$ cat config.mk
export PLATFORM = sky130hd
export DESIGN_NAME = i2s_tx_param
export DESIGN_NICKNAME = d
export VERILOG_FILES = /design/src/rtl/i2s_tx_param.sv
export SDC_FILE = /design/constraint.sdc
export NUM_CORES = 1
export LEC_CHECK = 0
export ABC_CLOCK_PERIOD_IN_PS = 3300
export CAP_MARGIN = 30
export CORE_MARGIN = 2
export CORE_UTILIZATION = 40
export CTS_CLUSTER_SIZE = 20
export DETAILED_ROUTE_END_ITERATION = 10
export HOLD_SLACK_MARGIN = 0.06
export SLEW_MARGIN = 20
export SYNTH_ARGS = -nofsm -noshare
export SYNTH_HDL_FRONTEND = slang
export SYNTH_SLANG_ARGS = --single-unit
$ cat constraint.sdc
create_clock -name mclk -period 3.3 [get_ports mclk]
set_clock_uncertainty 0.1 [all_clocks]
set_input_delay 0.825 -clock mclk [delete_from_list [all_inputs] [get_ports mclk]]
set_output_delay 0.825 -clock mclk [all_outputs]
set_load 0.005 [all_outputs]
$ cat src/rtl/i2s_tx_param.sv
// Parametrised I2S / left-justified stereo transmitter: one-deep sample-pair buffer,
// SCLK/LRCLK generated from MCLK, each channel shifted out MSB-first in its slot.
module i2s_tx_param #(
  parameter int DATA_W        = 16,
  parameter int SLOT_W        = 32,
  parameter int SCLK_DIV      = 4,
  parameter int MODE          = 0,
  parameter int UNDERRUN_ZERO = 0
) (
  input  logic              mclk,
  input  logic              rst_n,
  input  logic              s_valid,
  output logic              s_ready,
  input  logic [DATA_W-1:0] s_left,
  input  logic [DATA_W-1:0] s_right,
  output logic              sclk_o,
  output logic              lrclk_o,
  output logic              sdata_o,
  output logic              mclk_o,
  output logic              underrun_o
);

  localparam int DIV_W = (SCLK_DIV > 1) ? $clog2(SCLK_DIV) : 1;
  localparam int POS_W = $clog2(2 * SLOT_W);
  localparam logic [DIV_W-1:0] DIV_LAST = DIV_W'(SCLK_DIV - 1);
  localparam logic [POS_W-1:0] POS_LAST = POS_W'(2 * SLOT_W - 1);
  localparam logic [POS_W-1:0] SLOT_LEN = POS_W'(SLOT_W);
  localparam logic             LR_RST   = (MODE == 1) ? 1'b1 : 1'b0;

  logic [DIV_W-1:0]  div_cnt, div_cnt_nxt;
  logic              div_wrap, fall_tick, sclk_nxt;
  logic [POS_W-1:0]  pos, pos_nxt, lr_pos, slot_bit;
  logic              frame_start, write;
  logic              full, full_nxt;
  logic [DATA_W-1:0] hold_left, hold_right;
  logic [DATA_W-1:0] left_sh, right_sh, left_nxt, right_nxt;
  logic [DATA_W-1:0] sample, sample_shl;
  logic              lrclk_nxt, sdata_nxt, underrun_nxt;

  assign s_ready = !full;
  assign mclk_o  = mclk;

  // NOTE: every signal written here gets a default first so no path leaves it unassigned (no latches).
  always_comb begin
    div_wrap     = (div_cnt == DIV_LAST);
    div_cnt_nxt  = div_wrap ? '0 : div_cnt + 1'b1;
    sclk_nxt     = sclk_o ^ div_wrap;
    fall_tick    = div_wrap && sclk_o;
    pos_nxt      = (pos == POS_LAST) ? '0 : pos + 1'b1;
    frame_start  = fall_tick && (pos_nxt == '0);
    write        = s_valid && !full;

    left_nxt     = left_sh;
    right_nxt    = right_sh;
    full_nxt     = full;
    underrun_nxt = 1'b0;

    // A write can only happen while empty and a load only clears when full, so they never collide.
    if (write) full_nxt = 1'b1;
    if (frame_start) begin
      if (full) begin
        left_nxt  = hold_left;
        right_nxt = hold_right;
        full_nxt  = 1'b0;
      end else begin
        underrun_nxt = 1'b1;
        if (UNDERRUN_ZERO != 0) begin
          left_nxt  = '0;
          right_nxt = '0;
        end
      end
    end

    // Bits past DATA_W shift out of the top, giving the zero padding for free.
    slot_bit   = (pos_nxt >= SLOT_LEN) ? pos_nxt - SLOT_LEN : pos_nxt;
    sample     = (pos_nxt >= SLOT_LEN) ? right_nxt : left_nxt;
    sample_shl = sample << slot_bit;
    sdata_nxt  = sample_shl[DATA_W-1];

    lr_pos    = (pos_nxt == POS_LAST) ? '0 : pos_nxt + 1'b1;
    lrclk_nxt = (MODE == 1) ? (pos_nxt >= SLOT_LEN) : (lr_pos >= SLOT_LEN);
  end

  // NOTE: sequential state uses non-blocking assignments so every register samples pre-edge values.
  always_ff @(posedge mclk) begin
    if (!rst_n) begin
      div_cnt    <= '0;
      sclk_o     <= 1'b0;
      pos        <= POS_LAST;
      lrclk_o    <= LR_RST;
      sdata_o    <= 1'b0;
      full       <= 1'b0;
      left_sh    <= '0;
      right_sh   <= '0;
      underrun_o <= 1'b0;
    end else begin
      div_cnt    <= div_cnt_nxt;
      sclk_o     <= sclk_nxt;
      full       <= full_nxt;
      underrun_o <= underrun_nxt;
      if (fall_tick) begin
        pos      <= pos_nxt;
        lrclk_o  <= lrclk_nxt;
        sdata_o  <= sdata_nxt;
        left_sh  <= left_nxt;
        right_sh <= right_nxt;
      end
    end
  end

  // NOTE: the holding registers carry no reset; 'full' alone says whether they hold a valid pair.
  always_ff @(posedge mclk) begin
    if (write) begin
      hold_left  <= s_left;
      hold_right <= s_right;
    end
  end

endmodule

# After elaboration in Yosys (flattened, before gate mapping)

Index checks and enable logic that the tools add are counted.
W data, S select, Z words.

Reduce and logical (&&, ||, !) cells: 7
$add $sub $neg: 4
Shift operators: 1
Bitwise operators: 2
Equal/unequal tests: 3
$lt $le $gt $ge: 2
Mux-type cells: 12

Operator list:

| operator              | number |
|---|---|
| $mux W16              | 5 |
| $mux W6               | 3 |
| $shl A16 B6 Y16       | 1 |
| $add A6 B1 Y6 const B | 2 |
| $eq A6 B6 Y1 const B  | 2 |
| $ge A6 B6 Y1 const B  | 2 |
| $logic_not A6 Y1      | 1 |
| $sub A6 B6 Y6 const B | 1 |
| $mux W1               | 4 |
| $logic_and A1 B1 Y1   | 3 |
| $add A2 B1 Y2 const B | 1 |
| $eq A2 B2 Y1 const B  | 1 |
| $reduce_and A2 Y1     | 1 |
| $reduce_or A2 Y1      | 1 |
| $logic_not A1 Y1      | 1 |
| $not A1 Y1            | 1 |
| $xor A1 B1 Y1         | 1 |

Word-level logic and storage cells: 42
Output and inout port bits: 6
Input bits: 35
Flip-flop bits (word level): 77

# Depth between registers and ports, before layout

Depth in word-level cells: 7
Depth in mapped cells: 12
Depth with buffers taken out: 9

==> results.toml <==
[run_status]
status = "completed"

[synthesis]
async_flop_share_pct = 0
ys.warnings.count = 0
cell_area_after_technology_mapping_sq_mm = 0.003483
synth_edf_count = 32
yosys.cell_types.count = 56
synthesized_netlist_cell_count = 340
yosys_register_bits = 77
post_synth_net_total = 380
syn_area_per_cell_sq_um = 10.25
ys.flop_type = "sky130_fd_sc_hd__dfxtp_1"
sequential_cell_area_fraction_in_the_yosys_report_pct = 53.45

[power_and_ir_drop]
power.density_cell_area_mw_per_mm2 = 471.0
power.ir.vdd_worst_mv = 0.3280
p_leak_nw = 1.488

[sta]
setup_ws_ns = 0.06880
timing.setup.tns_ns = 0
timing_max_transition_violations_final = 0
finalHoldViolations = 0
setup_repair_after_global_routing_missed_its_margin = "no"
setup_viol = 0
worst_pin_slew_ns = 0.6349
slew-limit-headroom_pct = 57.37

[global_route]
grt_max_degree = 44
grt_pass1_wl_um = 11680
grt_antenna_before_repair = 0
grt_pass1_vias = 2412
overflow = 0
grt_util_all_layers_pct = 15.50

[routing]
routed-via-count = 2532
detail_route.first_pass.iterations = 5
drt-initial-drc-count = 123
final_wirelength_um = 6972
drc = 0
antenna_nets_post_route = 0
avgViaCountPerCell = 5.167
routed_wire_length_per_instance_um = 14.23

[layout]
antennaDiodeCount = 0
syn2layout_area_growth_pct = 19.58
proportion_of_layout_cells_with_a_drive_suffix_above_1_pct = 11.26
fin_nets = 417

[placement]
finalWeightedCongestion = 0.8947
port_buffers = 40
dp_hpwl_um = 4736
dp_slack_ns = 0.2750

[critical_path]
critPathLaunchType = "clock port"
critPathRequiredTime_ns = 2.37
cpMaxStageDelayCell = "sky130_fd_sc_hd__clkdlybuf4s50_1"
crit_top_cell = "sky130_fd_sc_hd__clkbuf_8"
crit_path_end_kind = "output pin"
cp_slowest_stage_delay_ns = 0.43
worst_ep_arrival_time_ns = 2.31
cell_breakdown_of_the_critical_path = "clkbuf_8, clkbuf_8, clkdlybuf4s50_1"
cp_max_fo = 2
critPathKind = "clk -> out"

[job]
maxCapViolCount = 0

[clock_network]
ctsResizeCount = 0
clock_insertion_delay_worst_skew_ns = 0.45
post-cts-setup-buffers = 0
cts_hold_repair.buffers = 0
clkTransAtPathRegs_ns = 0.08
tritoncts = "done"

[floorplan]
initial_core_util_pct = 40.54
core_area_sq_mm = 0.008593
dieHeight_um = 97.32
num_rows = 34
chipWidth_um = 97.32
die-area_sq_mm = 0.009471
ioPinCount = 41

[min_path]
path_category_of_the_worst_min_delay_check = "reg -> reg"
-- per-layer routing --
layer / routed length [um] / share of wire [%] / up-vias / global-route usage [%]
li1: - / - / 1272 / -
met2: 3275 / 47 / 53 / 23.72
met4: 126 / 1.8 / 0 / 6.624
met1: 3281 / 47 / 1200 / 20.31
met3: 288 / 4.1 / 7 / 4.892
met5: 0 / 0 / - / 0
-- Yosys cell counts (2+ instances only) --
library cell / instances / area [sq um]
sky130_fd_sc_hd__nand2_1: 82 / 307.8
sky130_fd_sc_hd__dfxtp_1: 45 / 900.9
sky130_fd_sc_hd__edfxtp_1: 32 / 960.9
sky130_fd_sc_hd__a21boi_0: 25 / 187.7
sky130_fd_sc_hd__o21ai_0: 12 / 60.06
sky130_fd_sc_hd__nand3_1: 11 / 55.05
sky130_fd_sc_hd__a21oi_1: 10 / 50.05
sky130_fd_sc_hd__clkbuf_1: 10 / 37.54
sky130_fd_sc_hd__mux2i_1: 10 / 100.1
sky130_fd_sc_hd__buf_2: 7 / 35.03
sky130_fd_sc_hd__nor2b_1: 6 / 37.54
sky130_fd_sc_hd__buf_6: 5 / 56.30
sky130_fd_sc_hd__ha_1: 5 / 62.56
sky130_fd_sc_hd__nor2_1: 5 / 18.77
sky130_fd_sc_hd__nor3_1: 5 / 25.02
sky130_fd_sc_hd__a31oi_1: 4 / 25.02
sky130_fd_sc_hd__buf_4: 4 / 30.03
sky130_fd_sc_hd__inv_1: 4 / 15.01
sky130_fd_sc_hd__mux2_2: 4 / 45.04
sky130_fd_sc_hd__and2_1: 3 / 18.77
sky130_fd_sc_hd__and3_1: 3 / 18.77
sky130_fd_sc_hd__o211a_1: 3 / 30.03
sky130_fd_sc_hd__o211ai_1: 3 / 22.52
sky130_fd_sc_hd__xor2_1: 3 / 26.28
sky130_fd_sc_hd__a211oi_1: 2 / 15.01
sky130_fd_sc_hd__a311oi_1: 2 / 17.52
sky130_fd_sc_hd__nor2_2: 2 / 12.51
sky130_fd_sc_hd__nor3b_1: 2 / 15.01
sky130_fd_sc_hd__nor4_1: 2 / 12.51
sky130_fd_sc_hd__o21ai_1: 2 / 10.01
sky130_fd_sc_hd__xnor2_1: 2 / 17.52
-- worst paths after layout --
| check | start | end | slack, ns | cells after the start |
|---|---|---|---|---|
| worst max-delay path | mclk | mclk_o | 0.07 | 3 |
| worst max register to register | pos[0] | sdata_o | 0.24 | 9 |
| worst min-delay path | div_cnt[0] | div_cnt[0] | 0.34 | 1 |
| worst min register to register | div_cnt[0] | div_cnt[0] | 0.34 | 1 |
-- metrics by stage --
stage	hold WS, ns	instances	cell area, sq um	util [%]	power, mW
3_3_place_gp	0.3114	471	3934	45.78	1.188
3_5_place_dp	0.3342	471	3934	45.78	1.192
6_report	0.3437	490	4165	48.47	1.962
5_1_grt	0.3620	490	4165	48.47	2.048
4_1_cts	0.3452	490	4165	48.47	1.985
2_1_floorplan	0.3049	340	3483	-	1.126
-- flip-flops by register name, summed over array words and instances (netlist names), 2 cells and up --
register,count
div_cnt,2
hold_left,16
hold_right,16
left_sh,16
pos,6
right_sh,16
-- cell families after synthesis --
family,count (synthesis),synth area share (%)
adders and majority gates,5,1.796
DFF,77,53.45
and+or+nand+nor,131,17.74
buffers and inverters,31,5.100
xor gates and xnor gates,5,1.257
muxes,14,4.167
AOI/OAI and AO/OA,77,16.49
-- layout by cell type (no fill, tap or decap), types with 10 or more instances in the layout --
cell / n
sky130_fd_sc_hd__a21boi_0: 25
sky130_fd_sc_hd__a21oi_1: 10
sky130_fd_sc_hd__buf_4: 10
sky130_fd_sc_hd__clkbuf_8: 12
sky130_fd_sc_hd__clkdlybuf4s50_1: 40
sky130_fd_sc_hd__dfxtp_1: 45
sky130_fd_sc_hd__edfxtp_1: 32
sky130_fd_sc_hd__mux2i_1: 10
sky130_fd_sc_hd__nand2_1: 82
sky130_fd_sc_hd__nand3_1: 11
sky130_fd_sc_hd__o21ai_0: 12
-- report_power, final --
part / leakage (nW) / switching [mW] / internal, mW
sequential: 0.668 / 0.0134 / 1.02
combinational: 0.702 / 0.0449 / 0.0599
clock: 0.117 / 0.370 / 0.451
-- critical path, delay by kind of cell --
| family | cells | cell delay (ns) |
|---|---|---|
| buffers and inverters | 3 | 0.66 |
-- final cells by class --
| class | instances | area [sq um] |
|---|---|---|
| fill | 826 | 4428 |
| inverter | 4 | 15.01 |
| clock inverter | 5 | 58.81 |
| tap | 108 | 135.1 |
| sequential | 77 | 1862 |
| multi-input combinational | 232 | 1446 |
| clock buffer | 15 | 182.7 |
| timing repair buffer | 49 | 465.4 |
No activity file was read; power rests on OpenSTA's default activity.
